`src/rtl/trace_arb_pkg.sv`:
```
// Shared types, defaults and helpers for the trace message arbiter.
package trace_arb_pkg;

   localparam int unsigned TRACE_ARB_N_REQ     = 4;
   localparam int unsigned TRACE_ARB_DATA_W    = 32;
   localparam int unsigned TRACE_ARB_MAX_BEATS = 16;

   typedef enum logic [0:0] {
      IDLE = 1'b0,
      LOCK = 1'b1
   } arb_state_e;

   // Wrap-around increment of a source index.
   function automatic int unsigned next_idx(input int unsigned idx, input int unsigned n);
      return (idx + 1 >= n) ? 0 : idx + 1;
   endfunction

endpackage

```
`src/rtl/trace_msg_arbiter_if.sv`:
```
// Requester-side and output-side handshake bundle for trace_msg_arbiter.
interface trace_msg_arbiter_if
   import trace_arb_pkg::*;
#(
   parameter int unsigned N_REQ  = TRACE_ARB_N_REQ,
   parameter int unsigned DATA_W = TRACE_ARB_DATA_W
);

   localparam int unsigned SRC_W = (N_REQ > 1) ? $clog2(N_REQ) : 1;

   logic [N_REQ-1:0]             req_valid;
   logic [N_REQ-1:0][DATA_W-1:0] req_data;
   logic [N_REQ-1:0]             req_last;
   logic [N_REQ-1:0]             req_ready;

   logic                         out_valid;
   logic [DATA_W-1:0]            out_data;
   logic                         out_last;
   logic [SRC_W-1:0]             out_src;
   logic                         out_ready;
   logic                         err_overlong;

   modport slave (
      input  req_valid, req_data, req_last, out_ready,
      output req_ready, out_valid, out_data, out_last, out_src, err_overlong
   );

   modport master (
      output req_valid, req_data, req_last, out_ready,
      input  req_ready, out_valid, out_data, out_last, out_src, err_overlong
   );

endinterface

```
`src/rtl/rr_pick.sv`:
```
// Find-first-set over a request vector, starting at a rotating pointer.
module rr_pick #(
   parameter int unsigned N     = 4,
   parameter int unsigned SEL_W = $clog2(N)
) (
   input  logic [N-1:0]     req_i,
   input  logic [SEL_W-1:0] ptr_i,
   output logic [SEL_W-1:0] sel_o,
   output logic             any_o
);

   // Scan from farthest to nearest so the closest set bit after ptr wins.
   always_comb begin
      logic [SEL_W-1:0] idx;
      idx   = '0;
      sel_o = '0;
      any_o = 1'b0;
      for (int unsigned k = 0; k < N; k++) begin
         idx = SEL_W'((32'(ptr_i) + (N - 1 - k)) % N);
         if (req_i[idx]) begin
            sel_o = idx;
            any_o = 1'b1;
         end
      end
   end

endmodule

```
`src/rtl/trace_msg_arbiter.sv`:
```
// Round-robin, message-granular arbiter sharing one registered trace output
// channel between N_REQ requesters, with forced termination of overlong messages.
module trace_msg_arbiter
   import trace_arb_pkg::*;
#(
   parameter int unsigned N_REQ     = TRACE_ARB_N_REQ,
   parameter int unsigned DATA_W    = TRACE_ARB_DATA_W,
   parameter int unsigned MAX_BEATS = TRACE_ARB_MAX_BEATS
) (
   input logic                clk,
   input logic                rst,
   trace_msg_arbiter_if.slave bus
);

   localparam int unsigned SRC_W = $clog2(N_REQ);
   localparam int unsigned CNT_W = $clog2(MAX_BEATS + 1);

   if (N_REQ < 2 || N_REQ > 16) begin : g_bad_n_req
      $error("trace_msg_arbiter: N_REQ must be within 2..16");
   end
   if (MAX_BEATS < 2) begin : g_bad_max_beats
      $error("trace_msg_arbiter: MAX_BEATS must be at least 2");
   end

   arb_state_e        state_q, state_d;
   logic [SRC_W-1:0]  rr_ptr_q, rr_ptr_d;
   logic [SRC_W-1:0]  owner_q, owner_d;
   logic [CNT_W-1:0]  beat_cnt_q, beat_cnt_d;
   logic              out_valid_q, out_valid_d;
   logic [DATA_W-1:0] out_data_q, out_data_d;
   logic              out_last_q, out_last_d;
   logic [SRC_W-1:0]  out_src_q, out_src_d;
   logic              err_q, err_d;

   logic [SRC_W-1:0]  pick_sel;
   logic              pick_any;
   logic              slot_free;
   logic [SRC_W-1:0]  grant_idx;
   logic              grant_en;
   logic [N_REQ-1:0]  ready;
   logic              accept;
   logic              beat_last;
   logic              overlong;
   logic              msg_end;

   rr_pick #(
      .N     (N_REQ),
      .SEL_W (SRC_W)
   ) u_rr_pick (
      .req_i (bus.req_valid),
      .ptr_i (rr_ptr_q),
      .sel_o (pick_sel),
      .any_o (pick_any)
   );

   // Grant selection and beat-accept decode.
   always_comb begin
      slot_free = !out_valid_q || bus.out_ready;
      grant_idx = (state_q == LOCK) ? owner_q : pick_sel;
      grant_en  = (state_q == LOCK) || pick_any;
      ready     = '0;
      if (!rst && grant_en) begin
         ready[grant_idx] = slot_free;
      end
      accept    = bus.req_valid[grant_idx] && ready[grant_idx];
      beat_last = bus.req_last[grant_idx];
      overlong  = accept && !beat_last && (beat_cnt_q == CNT_W'(MAX_BEATS - 1));
      msg_end   = accept && (beat_last || overlong);
   end

   // Next state, pointer, counter and output stage.
   always_comb begin
      state_d     = state_q;
      rr_ptr_d    = rr_ptr_q;
      owner_d     = owner_q;
      beat_cnt_d  = beat_cnt_q;
      out_valid_d = out_valid_q;
      out_data_d  = out_data_q;
      out_last_d  = out_last_q;
      out_src_d   = out_src_q;
      err_d       = 1'b0;

      if (accept) begin
         out_valid_d = 1'b1;
         out_data_d  = bus.req_data[grant_idx];
         out_last_d  = beat_last || overlong;
         out_src_d   = grant_idx;
         err_d       = overlong;
         if (msg_end) begin
            state_d    = IDLE;
            rr_ptr_d   = SRC_W'(next_idx(32'(grant_idx), N_REQ));
            beat_cnt_d = '0;
         end else begin
            state_d    = LOCK;
            owner_d    = grant_idx;
            beat_cnt_d = beat_cnt_q + CNT_W'(1);
         end
      end else if (bus.out_ready) begin
         out_valid_d = 1'b0;
      end
   end

   always_ff @(posedge clk) begin
      if (rst) begin
         state_q     <= IDLE;
         rr_ptr_q    <= '0;
         owner_q     <= '0;
         beat_cnt_q  <= '0;
         out_valid_q <= 1'b0;
         out_data_q  <= '0;
         out_last_q  <= 1'b0;
         out_src_q   <= '0;
         err_q       <= 1'b0;
      end else begin
         state_q     <= state_d;
         rr_ptr_q    <= rr_ptr_d;
         owner_q     <= owner_d;
         beat_cnt_q  <= beat_cnt_d;
         out_valid_q <= out_valid_d;
         out_data_q  <= out_data_d;
         out_last_q  <= out_last_d;
         out_src_q   <= out_src_d;
         err_q       <= err_d;
      end
   end

   assign bus.req_ready    = ready;
   assign bus.out_valid    = out_valid_q;
   assign bus.out_data     = out_data_q;
   assign bus.out_last     = out_last_q;
   assign bus.out_src      = out_src_q;
   assign bus.err_overlong = err_q;

`ifdef TRACE_ARB_ASSERT
   a_out_hold: assert property (@(posedge clk) disable iff (rst)
      (out_valid_q && !bus.out_ready) |=>
      (out_valid_q && $stable(out_data_q) && $stable(out_last_q) && $stable(out_src_q)));

   a_ready_onehot: assert property (@(posedge clk) $onehot0(ready));
`endif

endmodule

```
`src/flat_wrapper.sv`:
```
// flat-port wrapper written by rule: the top's interface ports become plain ports
module trace_msg_arbiter_flat import trace_arb_pkg::*;
#(
   parameter int unsigned N_REQ     = TRACE_ARB_N_REQ,
   parameter int unsigned DATA_W    = TRACE_ARB_DATA_W,
   parameter int unsigned MAX_BEATS = TRACE_ARB_MAX_BEATS
)
  (clk, rst, bus_req_valid, bus_req_data, bus_req_last, bus_out_ready, bus_req_ready, bus_out_valid, bus_out_data, bus_out_last, bus_out_src, bus_err_overlong);
  trace_msg_arbiter_if #(.N_REQ(N_REQ), .DATA_W(DATA_W)) bus_i ();
  input logic clk;
  input logic rst;
  input wire logic [$bits(bus_i.req_valid)-1:0] bus_req_valid;
  input wire logic [$bits(bus_i.req_data)-1:0] bus_req_data;
  input wire logic [$bits(bus_i.req_last)-1:0] bus_req_last;
  input wire logic [$bits(bus_i.out_ready)-1:0] bus_out_ready;
  output wire logic [$bits(bus_i.req_ready)-1:0] bus_req_ready;
  output wire logic [$bits(bus_i.out_valid)-1:0] bus_out_valid;
  output wire logic [$bits(bus_i.out_data)-1:0] bus_out_data;
  output wire logic [$bits(bus_i.out_last)-1:0] bus_out_last;
  output wire logic [$bits(bus_i.out_src)-1:0] bus_out_src;
  output wire logic [$bits(bus_i.err_overlong)-1:0] bus_err_overlong;
  assign bus_i.req_valid = bus_req_valid;
  assign bus_i.req_data = bus_req_data;
  assign bus_i.req_last = bus_req_last;
  assign bus_i.out_ready = bus_out_ready;
  assign bus_req_ready = bus_i.req_ready;
  assign bus_out_valid = bus_i.out_valid;
  assign bus_out_data = bus_i.out_data;
  assign bus_out_last = bus_i.out_last;
  assign bus_out_src = bus_i.out_src;
  assign bus_err_overlong = bus_i.err_overlong;
  trace_msg_arbiter #(.N_REQ(N_REQ), .DATA_W(DATA_W), .MAX_BEATS(MAX_BEATS)) u_core (.clk(clk), .rst(rst), .bus(bus_i));
endmodule
```
`config.mk`:
```
export PLATFORM = sky130hd
export DESIGN_NAME = trace_msg_arbiter_flat
export DESIGN_NICKNAME = d
export VERILOG_FILES = /design/src/rtl/trace_arb_pkg.sv /design/src/rtl/trace_msg_arbiter_if.sv /design/src/rtl/rr_pick.sv /design/src/rtl/trace_msg_arbiter.sv /design/src/flat_wrapper.sv
export SDC_FILE = /design/constraint.sdc
export NUM_CORES = 1
export LEC_CHECK = 0
export CORE_MARGIN = 8
export CORE_UTILIZATION = 34
export DETAILED_ROUTE_END_ITERATION = 6
export HOLD_SLACK_MARGIN = 0.15
export PLACE_DENSITY = 0.86
export SLEW_MARGIN = 30
export SYNTH_ARGS = -nofsm -noshare
export SYNTH_HDL_FRONTEND = slang
export SYNTH_HIERARCHICAL = 1
export SYNTH_SLANG_ARGS = --single-unit
```
`constraint.sdc`:
```
create_clock -name clk -period 3.1 [get_ports clk]
set_input_delay 0.62 -clock clk [delete_from_list [all_inputs] [get_ports clk]]
set_output_delay 0.62 -clock clk [all_outputs]
set_load 0.005 [all_outputs]
```
==> flow_summary.ini <==
[timing]
setup_violations = 0
fin_skew_ns = 0.00670
report.final.slew_viol_count = 0
period_needed_ns = 3.03
layout_setup_ws_ns = 0.0732
fmax_mhz = 330
worst_pin_slew_ns = 0.331
relSlewSlack_pct = 77.3
min_period_over_period_pct = 97.6
hold_viol = 0

[cts]
ctsLongestPathBuffers = 2
h-tree-depth = 2
tritoncts = built
clk_pin_slew_worst_paths_ns = 0.08
insertion_delay_ns = 0.29
cts-root-buf = clkbuf_8
ctsHoldBuffers = 0
cts.sinks = 47
cts_inserted_buffers = 5

[route]
firstDrtPassIters = 4
remaining_drc_errors = 0
drtAntennaViolNets = 0
drt-initial-drc-count = 149
wl_um = 11600
via_count = 3788
wl_per_cell_um = 15.7
via_per_inst = 5.10

[logic_synthesis]
syn_inst = 454
synth_fp_nets = 599
seq_area_frac_synth_pct = 32.3
synth_seq_cells = 47
synthDistinctLibCells = 33
ys.flop_type = dfxtp_1
syn_area_um2 = 2910
yosys_warnings = 6
synth_edf_count = 0
async_reset_ff_share_pct = 0
postSynthAreaPerCell_um2 = 6.42

[finish]
fillers = 772
multi_input_area_um2 = 1860
antennaDiodeCount = 0
drive_gt1_share_pct = 8.93
areaGrowthSynthToFinish_pct = 75.4
regArea_um2 = 941
fin_nets = 783

[power_and_ir_drop]
total_power_mw = 1.72
p_leak_nw = 2.10
cellPowerDensity_nw_per_um2 = 336
ir_worst_vdd_uv = 207

[worst_setup_path]
critPathLaunchType = input port
cp.arrival_ns = 2.41
crit_type = in -> out
end_kind = output pin
crit_fanout = 5
cp.required_ns = 2.48

[place]
gp_congestion = 0.860
dp_slack_ns = -0.283
port_buffers = 179
dp.final_hpwl_um = 9230

[global_routing]
grt-ovfl-total = 0
antenna_found_initial = 0
use_met2_pct = 35.0
grt_usage_pct = 19.0
use_met1_pct = 19.2
grt_pass1_vias = 3853
grt_pass1_wl_um = 18200
top_usage_layer = met2
use_met3_pct = 6.01
grt_max_degree = 37

[floorplan]
dieWidth_um = 109
io_pins = 180
core_um2 = 8260
rows = 33
die_h_um = 109
die_area_um2 = 11800
start_util_pct = 35.3

[outcome]
status = finished clean

[flow_run]
drv_cap = 0

[min_path]
holdCritPathClass = reg -> reg
==> cell type report <==
type / count / area share (%)
Timing Repair Buffer: 212 / 40.2
Tap cell: 105 / 2.57
Sequential cell: 47 / 18.4
Clock inverter: 2 / 0.734
Multi-Input combinational cell: 368 / 36.4
Inverter: 4 / 0.294
Clock buffer: 5 / 1.35
==> critical path, stage by stage <==
cell	delay (ns)
clkdlybuf4s15_1	0.24
nand2b_1	0.20
a211oi_2	0.20
nor2_2	0.08
mux2i_4	0.21
ha_2	0.24
and2_1	0.11
clkdlybuf4s50_1	0.49
==> Yosys cell counts (all sizes together), types with 2 or more instances <==
library cell    n  area, um2
a211oi          3       27.5
a21oi          40        200
a31o            2       17.5
and2            5       31.3
buf             4       20.0
clkbuf         31        116
dfxtp          47        941
ha              6       75.1
inv             4       15.0
mux2i           6       72.6
nand2         203        762
nand2b          2       12.5
nand3          37        185
nor2            9       33.8
nor3            5       25.0
nor3b           2       15.0
nor4            2       12.5
o211ai         32        240
o21ai           3       15.0
==> state kept, by name, summed over array words and instances (netlist names) <==
register	flops
u_core/bus.out_data	32
u_core/beat_cnt_q	5
u_core/bus.out_src	2
u_core/owner_q	2
u_core/rr_ptr_q	2
u_core/bus.err_overlong	1
u_core/bus.out_last	1
u_core/bus.out_valid	1
u_core/state_q	1
==> stage by stage <==
| step | setup TNS (ns) | instances | utilization [%] | hold slack (ns) | area [um2] |
|---|---|---|---|---|---|
| final | 0 | 743 | 61.9 | 0.454 | 5110 |
| after global placement | -2.45 | 727 | 59.6 | 0.438 | 4920 |
| after CTS | -0.0285 | 742 | 61.6 | 0.456 | 5080 |
| after global routing | -0.0520 | 743 | 61.9 | 0.475 | 5110 |
| after detailed placement | -7.56 | 727 | 59.6 | 0.445 | 4920 |
| after floorplan | 0 | 454 | - | 0.448 | 2920 |
==> cells in the final DEF (no fill, tap or decap), types with 3 or more instances in the layout <==
master / Yosys / layout
a21oi_1: 40 / 39
o211ai_1: 32 / 32
and2_1: 5 / 5
nor2_1: 9 / 7
clkbuf_8: 0 / 5
nand3_1: 37 / 37
o21ai_0: 3 / 3
nor3_1: 5 / 5
clkdlybuf4s50_1: 0 / 172
dlygate4sd2_1: 0 / 4
buf_4: 0 / 31
ha_1: 6 / 5
nand2_1: 203 / 203
mux2i_1: 5 / 4
dfxtp_1: 47 / 47
==> worst paths after layout <==
path | depth (start not counted) | end | start | slack [ns]
max reg2reg | 10 | u_core/beat_cnt_q[3] | u_core/rr_ptr_q[1] | 0.39
min | 2 | u_core/bus.out_data[27] | u_core/bus.out_data[27] | 0.45
min reg2reg | 2 | u_core/bus.out_data[27] | u_core/bus.out_data[27] | 0.45
max | 8 | bus_req_ready[0] | bus_req_valid[3] | 0.07
==> where the power goes <==
| part | switching [mW] | leakage [nW] | internal, mW |
|---|---|---|---|
| sequential | 0.0195 | 0.381 | 0.633 |
| combinational | 0.284 | 1.67 | 0.346 |
| clock | 0.200 | 0.0502 | 0.236 |
| total | 0.504 | 2.10 | 1.21 |
==> metal layers <==
layer  vias up  part of all wire (%)
met3        30                   7.8
met1      1723                    37
met2       147                    51
met4         0                   3.6
met5         -                     0
li1       1888                     -
==> cell families after synthesis <==
family	count (synthesis)	synth area share, %
compound gates	85	18.5
fa+ha+maj	6	2.58
buf+inv	39	5.20
flops	47	32.3
mux	7	3.26
simple gates	270	38.2
==> timing repair <==
item                                    4_1_cts  5_1_grt
setup buffers                                 8        1
endpoints found under the hold margin         0        0
resized for setup                             6        7
pin swaps                                     1        1
endpoints found under the setup margin        4        5
Power figures use the tool's default switching activity.
